## src/rtl/conv_fc_engine_param_if.sv

```systemverilog
// Bus interface for conv_fc_engine_param: request, operand and result signals.
// The master drives start and the operands; the slave (engine) drives the results.
interface conv_fc_engine_param_if #(
    parameter int IMG_N = 4,
    parameter int K     = 3,
    parameter int W     = 16
);
    localparam int OUT_N = IMG_N - K + 1;
    localparam int NFC   = OUT_N * OUT_N;

    // Handshake: start is a request sampled only while the engine is idle; the
    // accepting edge snapshots every operand. busy is high from the cycle after
    // that edge until done. done is a one-cycle pulse marking output_value,
    // conv_map and sat_flag valid; they hold until the next accepted start or reset.
    // A start seen while busy is dropped, not queued.
    logic                start;
    logic signed [W-1:0] input_feature  [IMG_N][IMG_N];
    logic signed [W-1:0] kernel_weights [K][K];
    logic signed [W-1:0] fc_weights     [NFC];
    logic signed [W-1:0] fc_bias;
    logic                busy;
    logic                done;
    logic signed [W-1:0] output_value;
    logic signed [W-1:0] conv_map       [NFC];
    logic                sat_flag;
    logic [2:0]          fsm_state;

    modport master (
        output start, input_feature, kernel_weights, fc_weights, fc_bias,
        input  busy, done, output_value, conv_map, sat_flag, fsm_state
    );

    modport slave (
        input  start, input_feature, kernel_weights, fc_weights, fc_bias,
        output busy, done, output_value, conv_map, sat_flag, fsm_state
    );
endinterface

```

## src/rtl/conv_fc_engine_param.sv

```systemverilog
// conv_fc_engine_param: KxK valid conv over an IMG_N x IMG_N fixed-point image,
// followed by a single-output FC layer, on one time-shared MAC.
// Optional feature macro: CONV_RELU_EN (ReLU on conv results; saturation is
// still detected before the ReLU). Default build: signed conv results.
module conv_fc_engine_param #(
    parameter int IMG_N = 4,
    parameter int K     = 3,
    parameter int W     = 16,
    parameter int FRAC  = 8,
    parameter int ACC_W = 40
) (
    input  logic clk,
    input  logic rst,
    conv_fc_engine_param_if.slave bus_if
);
    localparam int OUT_N = IMG_N - K + 1;
    localparam int NFC   = OUT_N * OUT_N;
    localparam int IIW   = (IMG_N > 1) ? $clog2(IMG_N) : 1;
    localparam int KIW   = (K > 1)     ? $clog2(K)     : 1;
    localparam int OIW   = (OUT_N > 1) ? $clog2(OUT_N) : 1;
    localparam int FIW   = (NFC > 1)   ? $clog2(NFC)   : 1;

    localparam logic signed [ACC_W-1:0] MAXV = {{(ACC_W-W+1){1'b0}}, {(W-1){1'b1}}};
    localparam logic signed [ACC_W-1:0] MINV = {{(ACC_W-W+1){1'b1}}, {(W-1){1'b0}}};
    localparam logic signed [W-1:0]     SMAX = {1'b0, {(W-1){1'b1}}};
    localparam logic signed [W-1:0]     SMIN = {1'b1, {(W-1){1'b0}}};

    typedef enum logic [2:0] {
        S_IDLE    = 3'd0,
        S_CONV    = 3'd1,
        S_CONV_WB = 3'd2,
        S_FC      = 3'd3,
        S_FC_WB   = 3'd4,
        S_DONE    = 3'd5
    } state_t;

    state_t              state_q, state_d;
    logic signed [W-1:0] img_q  [IMG_N][IMG_N];
    logic signed [W-1:0] ker_q  [K][K];
    logic signed [W-1:0] fcw_q  [NFC];
    logic signed [W-1:0] bias_q;
    logic signed [W-1:0] conv_q [NFC];
    logic signed [W-1:0] conv_d [NFC];
    logic [KIW-1:0]      ki_q, ki_d, kj_q, kj_d;
    logic [OIW-1:0]      r_q, r_d, c_q, c_d;
    logic [FIW-1:0]      fi_q, fi_d;
    logic signed [ACC_W-1:0] acc_q, acc_d;
    logic signed [W-1:0] out_q, out_d;
    logic                sat_q, sat_d, busy_q, busy_d, done_q, done_d;

    logic signed [W-1:0]     mac_a, mac_b, sat_res, conv_res;
    logic signed [2*W-1:0]   prod;
    logic signed [ACC_W-1:0] shifted;
    logic                    clamp, last_tap, last_pix, last_fc;
    logic [IIW-1:0]          ir, ic;
    logic [FIW-1:0]          pix;

    assign ir       = IIW'(r_q) + IIW'(ki_q);
    assign ic       = IIW'(c_q) + IIW'(kj_q);
    assign pix      = FIW'(r_q) * FIW'(OUT_N) + FIW'(c_q);
    assign last_tap = (ki_q == KIW'(K-1)) && (kj_q == KIW'(K-1));
    assign last_pix = (r_q == OIW'(OUT_N-1)) && (c_q == OIW'(OUT_N-1));
    assign last_fc  = (fi_q == FIW'(NFC-1));
    assign prod     = mac_a * mac_b;
    assign shifted  = acc_q >>> FRAC;

    // Saturate the scaled accumulator to the data width and flag any clamping
    always_comb begin
        clamp   = 1'b0;
        sat_res = shifted[W-1:0];
        if (shifted > MAXV) begin
            sat_res = SMAX;
            clamp   = 1'b1;
        end else if (shifted < MINV) begin
            sat_res = SMIN;
            clamp   = 1'b1;
        end
    end

`ifdef CONV_RELU_EN
    assign conv_res = sat_res[W-1] ? '0 : sat_res;
`else
    assign conv_res = sat_res;
`endif

    // State register
    always_ff @(posedge clk) begin
        if (!rst) state_q <= S_IDLE;
        else      state_q <= state_d;
    end

    // Next-state logic
    always_comb begin
        state_d = state_q;
        case (state_q)
            S_IDLE:    if (bus_if.start) state_d = S_CONV;
            S_CONV:    if (last_tap) state_d = S_CONV_WB;
            S_CONV_WB: state_d = last_pix ? S_FC : S_CONV;
            S_FC:      if (last_fc) state_d = S_FC_WB;
            S_FC_WB:   state_d = S_DONE;
            S_DONE:    state_d = S_IDLE;
            default:   state_d = S_IDLE;
        endcase
    end

    // Output/datapath logic: MAC operand select, counters, write-back, flags
    always_comb begin
        acc_d  = acc_q;
        ki_d   = ki_q;
        kj_d   = kj_q;
        r_d    = r_q;
        c_d    = c_q;
        fi_d   = fi_q;
        conv_d = conv_q;
        out_d  = out_q;
        sat_d  = sat_q;
        busy_d = busy_q;
        done_d = 1'b0;
        mac_a  = '0;
        mac_b  = '0;
        case (state_q)
            S_IDLE: begin
                if (bus_if.start) begin
                    acc_d  = '0;
                    ki_d   = '0;
                    kj_d   = '0;
                    r_d    = '0;
                    c_d    = '0;
                    fi_d   = '0;
                    sat_d  = 1'b0;
                    busy_d = 1'b1;
                end
            end
            S_CONV: begin
                mac_a = img_q[ir][ic];
                mac_b = ker_q[ki_q][kj_q];
                acc_d = acc_q + ACC_W'(prod);
                if (kj_q == KIW'(K-1)) begin
                    kj_d = '0;
                    ki_d = last_tap ? '0 : ki_q + KIW'(1);
                end else begin
                    kj_d = kj_q + KIW'(1);
                end
            end
            S_CONV_WB: begin
                conv_d[pix] = conv_res;
                sat_d       = sat_q | clamp;
                fi_d        = '0;
                if (last_pix) begin
                    r_d   = '0;
                    c_d   = '0;
                    acc_d = ACC_W'(bias_q) <<< FRAC;
                end else begin
                    acc_d = '0;
                    if (c_q == OIW'(OUT_N-1)) begin
                        c_d = '0;
                        r_d = r_q + OIW'(1);
                    end else begin
                        c_d = c_q + OIW'(1);
                    end
                end
            end
            S_FC: begin
                mac_a = conv_q[fi_q];
                mac_b = fcw_q[fi_q];
                acc_d = acc_q + ACC_W'(prod);
                fi_d  = last_fc ? '0 : fi_q + FIW'(1);
            end
            S_FC_WB: begin
                out_d = sat_res;
                sat_d = sat_q | clamp;
            end
            S_DONE: begin
                done_d = 1'b1;
                busy_d = 1'b0;
            end
            default: ;
        endcase
    end

    // Datapath and result registers
    always_ff @(posedge clk) begin
        if (!rst) begin
            acc_q  <= '0;
            ki_q   <= '0;
            kj_q   <= '0;
            r_q    <= '0;
            c_q    <= '0;
            fi_q   <= '0;
            out_q  <= '0;
            sat_q  <= 1'b0;
            busy_q <= 1'b0;
            done_q <= 1'b0;
            for (int i = 0; i < NFC; i++) conv_q[i] <= '0;
        end else begin
            acc_q  <= acc_d;
            ki_q   <= ki_d;
            kj_q   <= kj_d;
            r_q    <= r_d;
            c_q    <= c_d;
            fi_q   <= fi_d;
            out_q  <= out_d;
            sat_q  <= sat_d;
            busy_q <= busy_d;
            done_q <= done_d;
            conv_q <= conv_d;
        end
    end

    // Operand snapshot on the accepting edge; later input changes do not affect the run
    always_ff @(posedge clk) begin
        if (rst && state_q == S_IDLE && bus_if.start) begin
            img_q  <= bus_if.input_feature;
            ker_q  <= bus_if.kernel_weights;
            fcw_q  <= bus_if.fc_weights;
            bias_q <= bus_if.fc_bias;
        end
    end

    assign bus_if.busy         = busy_q;
    assign bus_if.done         = done_q;
    assign bus_if.output_value = out_q;
    assign bus_if.conv_map     = conv_q;
    assign bus_if.sat_flag     = sat_q;
    assign bus_if.fsm_state    = state_q;
endmodule

```

## src/flat_wrapper.sv

```systemverilog
// flat-port wrapper written by rule: the top's interface ports become plain ports
module conv_fc_engine_param_flat 
#(
    parameter int IMG_N = 4,
    parameter int K     = 3,
    parameter int W     = 16,
    parameter int FRAC  = 8,
    parameter int ACC_W = 40
)
  (clk, rst, bus_if_start, bus_if_input_feature, bus_if_kernel_weights, bus_if_fc_weights, bus_if_fc_bias, bus_if_busy, bus_if_done, bus_if_output_value, bus_if_conv_map, bus_if_sat_flag, bus_if_fsm_state);
  conv_fc_engine_param_if #(.IMG_N(IMG_N), .K(K), .W(W)) bus_if_i ();
  input  logic clk;
  input  logic rst;
  input wire logic [$bits(bus_if_i.start)-1:0] bus_if_start;
  input wire logic [$bits(bus_if_i.input_feature)-1:0] bus_if_input_feature;
  input wire logic [$bits(bus_if_i.kernel_weights)-1:0] bus_if_kernel_weights;
  input wire logic [$bits(bus_if_i.fc_weights)-1:0] bus_if_fc_weights;
  input wire logic [$bits(bus_if_i.fc_bias)-1:0] bus_if_fc_bias;
  output wire logic [$bits(bus_if_i.busy)-1:0] bus_if_busy;
  output wire logic [$bits(bus_if_i.done)-1:0] bus_if_done;
  output wire logic [$bits(bus_if_i.output_value)-1:0] bus_if_output_value;
  output wire logic [$bits(bus_if_i.conv_map)-1:0] bus_if_conv_map;
  output wire logic [$bits(bus_if_i.sat_flag)-1:0] bus_if_sat_flag;
  output wire logic [$bits(bus_if_i.fsm_state)-1:0] bus_if_fsm_state;
  assign bus_if_i.start = bus_if_start;
  assign bus_if_i.input_feature = {>>{bus_if_input_feature}};
  assign bus_if_i.kernel_weights = {>>{bus_if_kernel_weights}};
  assign bus_if_i.fc_weights = {>>{bus_if_fc_weights}};
  assign bus_if_i.fc_bias = bus_if_fc_bias;
  assign bus_if_busy = bus_if_i.busy;
  assign bus_if_done = bus_if_i.done;
  assign bus_if_output_value = bus_if_i.output_value;
  assign bus_if_conv_map = {>>{bus_if_i.conv_map}};
  assign bus_if_sat_flag = bus_if_i.sat_flag;
  assign bus_if_fsm_state = bus_if_i.fsm_state;
  conv_fc_engine_param #(.IMG_N(IMG_N), .K(K), .W(W), .FRAC(FRAC), .ACC_W(ACC_W)) u_core (.clk(clk), .rst(rst), .bus_if(bus_if_i));
endmodule
```

## config.mk

```make
export PLATFORM = sky130hd
export DESIGN_NAME = conv_fc_engine_param_flat
export DESIGN_NICKNAME = d
export VERILOG_FILES = /design/src/rtl/conv_fc_engine_param_if.sv /design/src/rtl/conv_fc_engine_param.sv /design/src/flat_wrapper.sv
export SDC_FILE = /design/constraint.sdc
export NUM_CORES = 2
export LEC_CHECK = 0
export CAP_MARGIN = 20
export CORE_MARGIN = 4
export CORE_UTILIZATION = 56
export CTS_BUF_LIST = sky130_fd_sc_hd__clkbuf_8
export CTS_CLUSTER_DIAMETER = 60
export CTS_CLUSTER_SIZE = 20
export DETAILED_ROUTE_END_ITERATION = 16
export GPL_TIMING_DRIVEN = 0
export PLACE_DENSITY_LB_ADDON = 0.12
export RECOVER_POWER = 50
export SYNTH_ARGS = -nofsm -noshare
export SYNTH_HDL_FRONTEND = slang
export SYNTH_SLANG_ARGS = --single-unit
```

## constraint.sdc

```tcl
create_clock -name clk -period 18.5 [get_ports clk]
set_input_delay 3.7 -clock clk [delete_from_list [all_inputs] [get_ports clk]]
set_output_delay 3.7 -clock clk [all_outputs]
set_load 0.005 [all_outputs]
```

Word-level counts from Yosys, hierarchy flattened:

Index checks and enable logic that the tools add are counted.

* memory bits (read-only): 0
* latch bits: 0
* output and inout bits: 86
* memory bits (writable): 0
* register bits: 614
* word-level logic and storage cells: 161
* memories: 0

* order comparisons: 9
* bitwise gates (word level): 7
* reduce and logical (&&, ||, !) cells: 23
* muxes and demuxes: 54
* shift-type cells: 0
* add/subtract/negate cells: 9
* multipliers: 1
* eq/ne operators: 13
* divide/modulo/power cells: 0

Operators by type and width (count)
* 16-bit 2-to-1 mux: 11
* 16-bit binary-select mux with 2-bit select: 4
* 64-bit binary-select mux with 2-bit select: 1
* 64-bit 2-to-1 mux: 2
* 40-bit case mux with 3 select lines: 1
* 48-bit binary-select mux with 2-bit select: 1
* 48-bit 2-to-1 mux: 2
* 40-bit 2-to-1 mux: 2
* 64-bit bitwise mux: 1
* 16-bit case mux with 2 select lines: 2
* 40-bit by 32-bit adder with 40-bit output: 1
* 16-bit demux with 2-bit select: 1
* 32-bit by 16-bit > comparator with 1-bit output, second input constant: 1
* 32-bit by 16-bit < comparator with 1-bit output, second input constant: 1
* 16-bit by 16-bit multiplier with 32-bit output: 1
* 3-bit >= comparator, second input constant: 6
* 2-bit NOT with 3-bit output: 6
* 3-bit case mux with 5 select lines: 1
* 2-bit 2-to-1 mux: 6
* 2-bit AND reduction: 6
* 1-bit 2-to-1 mux: 9
* 3-bit 2-to-1 mux: 3
* 3-bit AND reduction: 3
* 1-bit case mux with 2 select lines: 4
* 20 further kinds: 40

Longest topological paths before layout:

* word-level depth: 12
* mapped depth: 34
* depth with buffers taken out: 30

Least setup slack after synthesis:

OpenSTA, ideal clock, no wires.

* path type: input -> register
* from: input bus_if_start
* to: register u_core.bias_q[0] (enable)
* library setup time: 0.905 ns
* stages on the path: 2
* buffers on the path: 0
* data arrival time: 15.124 ns
* path slack: 2.471 ns
* path through: nor4b_1 > and2_1

* cells in the longest elaborated chain, start to end: 1

Ends and longest elaborated chain
* from (decl): RTL line flat_wrapper.sv:14 `input wire logic [$bits(bus_if_i.start)-1:0] bus_if_start;`
* 1-bit logical AND: RTL line conv_fc_engine_param.sv:212 `if (rst && state_q == S_IDLE && bus_if.start) begin`
* to (signal assigned): RTL line conv_fc_engine_param.sv:216 `bias_q <= bus_if.fc_bias;`
* to (decl): RTL line conv_fc_engine_param.sv:41 `logic signed [W-1:0] bias_q;`

No other way between the ends.
A chain may end at the register's enable or synchronous reset.

Final worst setup path:

* from: register u_core.ki_q[0]
* to: register u_core.acc_q[39]

* cells in the longest elaborated chain, start to end: 12

Ends and longest elaborated chain
* from (decl): RTL line conv_fc_engine_param.sv:44 `logic [KIW-1:0] ki_q, ki_d, kj_q, kj_d;`
* from (signal assigned): RTL line conv_fc_engine_param.sv:197 `ki_q <= ki_d;`
* 1-bit by 2-bit adder with 2-bit output: RTL line conv_fc_engine_param.sv:58 `assign ir = IIW'(r_q) + IIW'(ki_q);`
* 2-bit NOT with 3-bit output (not written as such): RTL line conv_fc_engine_param.sv:135 `mac_a = img_q[ir][ic];`
* 64-bit binary-select mux with 2-bit select: RTL line conv_fc_engine_param.sv:135
* 64-bit 2-to-1 mux (not written as such) (2 in series): RTL line conv_fc_engine_param.sv:135
* 16-bit binary-select mux with 2-bit select: RTL line conv_fc_engine_param.sv:135
* 16-bit 2-to-1 mux (not written as such) (2 in series): RTL line conv_fc_engine_param.sv:135
* 16-bit case mux with 2 select lines: RTL line conv_fc_engine_param.sv:121 `case (state_q)`
* 16-bit by 16-bit multiplier with 32-bit output (*): RTL line conv_fc_engine_param.sv:64 `assign prod = mac_a * mac_b;`
* 40-bit by 32-bit adder with 40-bit output (*): RTL line conv_fc_engine_param.sv:137, conv_fc_engine_param.sv:166
* 40-bit case mux with 3 select lines (*): RTL line conv_fc_engine_param.sv:121
* to (signal assigned): RTL line conv_fc_engine_param.sv:184 `acc_q <= '0;`
* to (signal assigned): RTL line conv_fc_engine_param.sv:196 `acc_q <= acc_d;`
* to (decl): RTL line conv_fc_engine_param.sv:47 `logic signed [ACC_W-1:0] acc_q, acc_d;`

Mark *: on every way between the ends. The rest lies on a longest branch, timed or not. The select of a mux whose other input is x is not followed.

==> flow_metrics.py <==
metrics = {
    "logic_synthesis": {
        "yosys-top-cells-area": "edfxtp_1 (40%), fa_1 (18%), dfxtp_1 (7.4%)",
        "syn_inst": 2934,
        "synth_top_cell_by_area": "edfxtp_1",
        "syn-cell-area_sq_um": 36330,
        "yosys_warnings": 0,
        "yosysUniqueCellTypes": 73,
        "synth_flop_cell": "edfxtp_1",
        "synthesis.nets": 3865,
        "synth_seq_cells": 614,
        "synth.avg_cell_area_sq_um": 12.38,
        "synthArstFlopShare": 0,
        "yosysTopAreaCellShare": 0.3968,
        "synth_seq_area_share": 0.4706,
        "synth_enable_flop_cells": 480,
    },
    "clocking": {
        "cts_max_level": 2,
        "cts_root_buffer": "clkbuf_8",
        "ctsResizeCount": 0,
        "clk_pin_slew_worst_paths_ns": 0.12,
        "cts_hold_buf": 0,
        "post_cts_buffers": 0,
        "numCtsBuffers": 44,
        "clkLatencyLatePin_ns": 0.72,
        "clock_sinks": 614,
        "tritoncts": "built",
        "cts_max_path_buffers": 3,
    },
    "drt": {
        "drt_drc_violations_left": 0,
        "vias_per_cell": 5.832,
        "routed_wl_um": 121700,
        "drtPass1Iterations": 7,
        "via_count": 26040,
        "wl_per_cell_um": 27.24,
        "drt-initial-drc-count": 2872,
        "ant_nets": 0,
    },
    "setup_path": {
        "cp_slowest_stage_delay_ns": 0.61,
        "r2r_cells": 30,
        "r2r_start": "u_core.ki_q[0]",
        "critPathSlowestCell": "buf_1",
        "setup.worst_path.end_class": "flop",
        "worstSetupPathType": "flop to flop",
        "crit_required_ns": 19.01,
        "cp_top_family": "adder cells",
        "cp_num_buf_inv": 8,
        "r2r_end": "u_core.acc_q[39]",
        "cp.arrival_ns": 10.56,
        "rrSetupSlack_ns": 8.45,
        "cp_common_cell": "fa_1",
        "cp_max_fo": 10,
        "worstSetupStartpointType": "flop",
    },
    "floorplan": {
        "io_pins": 569,
        "rows": 93,
        "die_h_um": 262.7,
        "chipWidth_um": 262.7,
        "start_util": 0.5645,
        "dieArea_sq_um": 69010,
        "core-area_sq_um": 64350,
    },
    "finish": {
        "fillers": 4701,
        "multi_input_area_sq_um": 17090,
        "fin_util": 0.6876,
        "syn2layout_area_growth_pct": 21.81,
        "layout-drive-gt1-share": 0.06709,
        "nNetsFinal": 4488,
        "regArea_sq_um": 17100,
    },
    "power_and_ir_drop": {
        "power.leakage_uw": 0.01752,
        "ir_drop_v": 0.00006753,
        "finalPower_uw": 4226,
        "power.density_nw_per_um2": 95.50,
    },
    "placed_design": {
        "gp_congestion": 0.9824,
        "io_buffers": 568,
        "dpl.hpwl_um": 99660,
        "pre_cts_slack_ns": 8.656,
    },
    "timing": {
        "worst_pin_slew_ns": 1.240,
        "finalSetupTns_ns": 0,
        "hold_ws_ns": 0.4548,
        "relSlewSlack": 0.1731,
        "max_freq_mhz": 99.46,
        "setup_viol": 0,
        "skew_ns": 0.07965,
        "period_minus_slack_ns": 10.05,
        "finalHoldViolCount": 0,
        "rsz0062_at_grt": "no",
        "period_share": 0.5435,
        "slew_violations": 0,
        "setup_ws_ns": 8.445,
    },
    "hold_path": {
        "hold_depth": 2,
        "min_from": "u_core.bus_if.output_value[11]",
        "min_to": "u_core.bus_if.output_value[11]",
        "worstHoldPathType": "flop to flop",
    },
    "global_route": {
        "grt_usage": 0.3498,
        "grt_pass1_wl_um": 179000,
        "grt_pass1_vias": 27730,
        "antenna_found_initial": 41,
        "grt-ovfl-total": 0,
        "grt_max_degree": 79,
    },
    "run": {
        "drv_cap": 0,
    },
    "run_status": {
        "outcome": "complete, no violations",
    },
}
-- routing by layer --
metal | wire length, um | global-route usage
met1 | 45410 | 0.4482
met2 | 58230 | 0.5782
met3 | 13260 | 0.1055
met4 | 4704 | 0.1133
met5 | 57 | 0
-- placed cells by master, fill, tap and decap left out, types with 8 or more instances in the layout --
cell,count
nor2_1,207
mux2i_1,59
buf_2,24
nor3_1,43
dfxtp_1,134
o21a_1,22
a22oi_1,14
xnor2_1,16
diode_2,19
o211ai_1,22
a31oi_1,11
a21o_1,14
nand4_1,12
inv_1,421
o21ai_0,62
o22ai_1,20
clkdlybuf4s50_1,20
nand2_1,334
nor2b_1,10
nand3b_1,8
a222oi_1,10
dlygate4sd3_1,548
edfxtp_1,480
and2_1,13
fa_1,331
xor2_1,17
clkbuf_8,46
nand2b_1,25
mux4_2,104
clkbuf_1,96
nand3_1,23
a211oi_1,13
and3_1,10
a21oi_1,156
ha_1,117
buf_1,11
-- state kept, by name (all words and copies together) (netlist names), 2 cells and up --
signal,cells
u_core.acc_q,40
u_core.img_q,256
u_core.fi_q,2
u_core.bus_if.output_value,16
u_core.fcw_q,64
u_core.kj_q,2
u_core.bus_if.conv_map,64
u_core.bias_q,16
u_core.bus_if.fsm_state,3
u_core.ki_q,2
u_core.ker_q,144
-- worst register-to-register path, delay by kind of cell, from the launching register on --
kind | cells | cell delay (ns)
AO/OA/AOI/OAI | 4 | 1.45
adder cells (fa/ha/maj) | 8 | 3.83
buffers and inverters | 8 | 1.81
flip-flops | 1 | 0.40
multiplexers | 2 | 0.60
AND/OR/NAND/NOR | 8 | 1.78
-- synth_stat cells, types with 10 or more instances --
cell      count
a222oi_1     10
nor2_1      207
fa_1        331
xnor2_1      16
nand3_1      23
nor2b_1      10
ha_1        117
buf_2        24
a22oi_1      14
dfxtp_1     134
o21a_1       22
a211oi_1     13
nand2b_1     25
nand4_1      12
inv_1       411
a31oi_1      11
o211ai_1     22
nand2_1     334
o21ai_0      62
edfxtp_1    480
clkbuf_1     96
and2_1       14
buf_1        11
a21oi_1     156
o22ai_1      20
a21o_1       14
and3_1       10
mux4_2      104
mux2i_1      59
xor2_1       17
nor3_1       43
-- power breakdown --
group          internal, uW  leakage, uW  total (uW)  switching (uW)
registers              1570      0.00551        1630            56.5
clock network           262     0.000491         739             477
logic                   726       0.0115        1860            1130
-- metrics by stage --
| step | instance area (sq um) | std cells |
|---|---|---|
| 2_1_floorplan | 36330 | 2934 |
| 3_3_place_gp | 43080 | 4357 |
| 3_5_place_dp | 43310 | 4366 |
| 4_1_cts | 44200 | 4447 |
| 5_1_grt | 44230 | 4460 |
| 6_report | 44250 | 4466 |
-- area by class of cell --
class                           count  share of cell area
Clock inverter                     35            0.005910
Clock buffer                       46             0.01431
Antenna cell                       19            0.001075
Timing Repair Buffer              577              0.1329
Sequential cell                   614              0.3864
Tap cell                          855             0.02418
Buffer                            141             0.01383
Multi-Input combinational cell   1765              0.3863
Inverter                          414             0.03512
-- cells by family after synthesis --
group           after synthesis  share of synthesized area
xor+xnor                     34                   0.008714
mux                         173                    0.08590
simple gates                717                    0.08490
flops                       614                     0.4706
compound gates              393                    0.06754
buf+inv                     555                    0.05962
fa+ha+maj                   448                     0.2227
-- worst max-delay path by stage --
stage,from,to,slack [ns],cells after the start
after floorplan,bus_if_start,u_core.bias_q[0],2.47,2
after global placement,bus_if_start,u_core.img_q[101],-2.01,3
after detailed placement,u_core.ki_q[0],u_core.acc_q[39],8.66,30
after CTS,u_core.ki_q[0],u_core.acc_q[39],8.53,30
after global routing,u_core.r_q,u_core.acc_q[39],7.95,30
final,u_core.ki_q[0],u_core.acc_q[39],8.45,30
(Power assumes the default switching activity.)
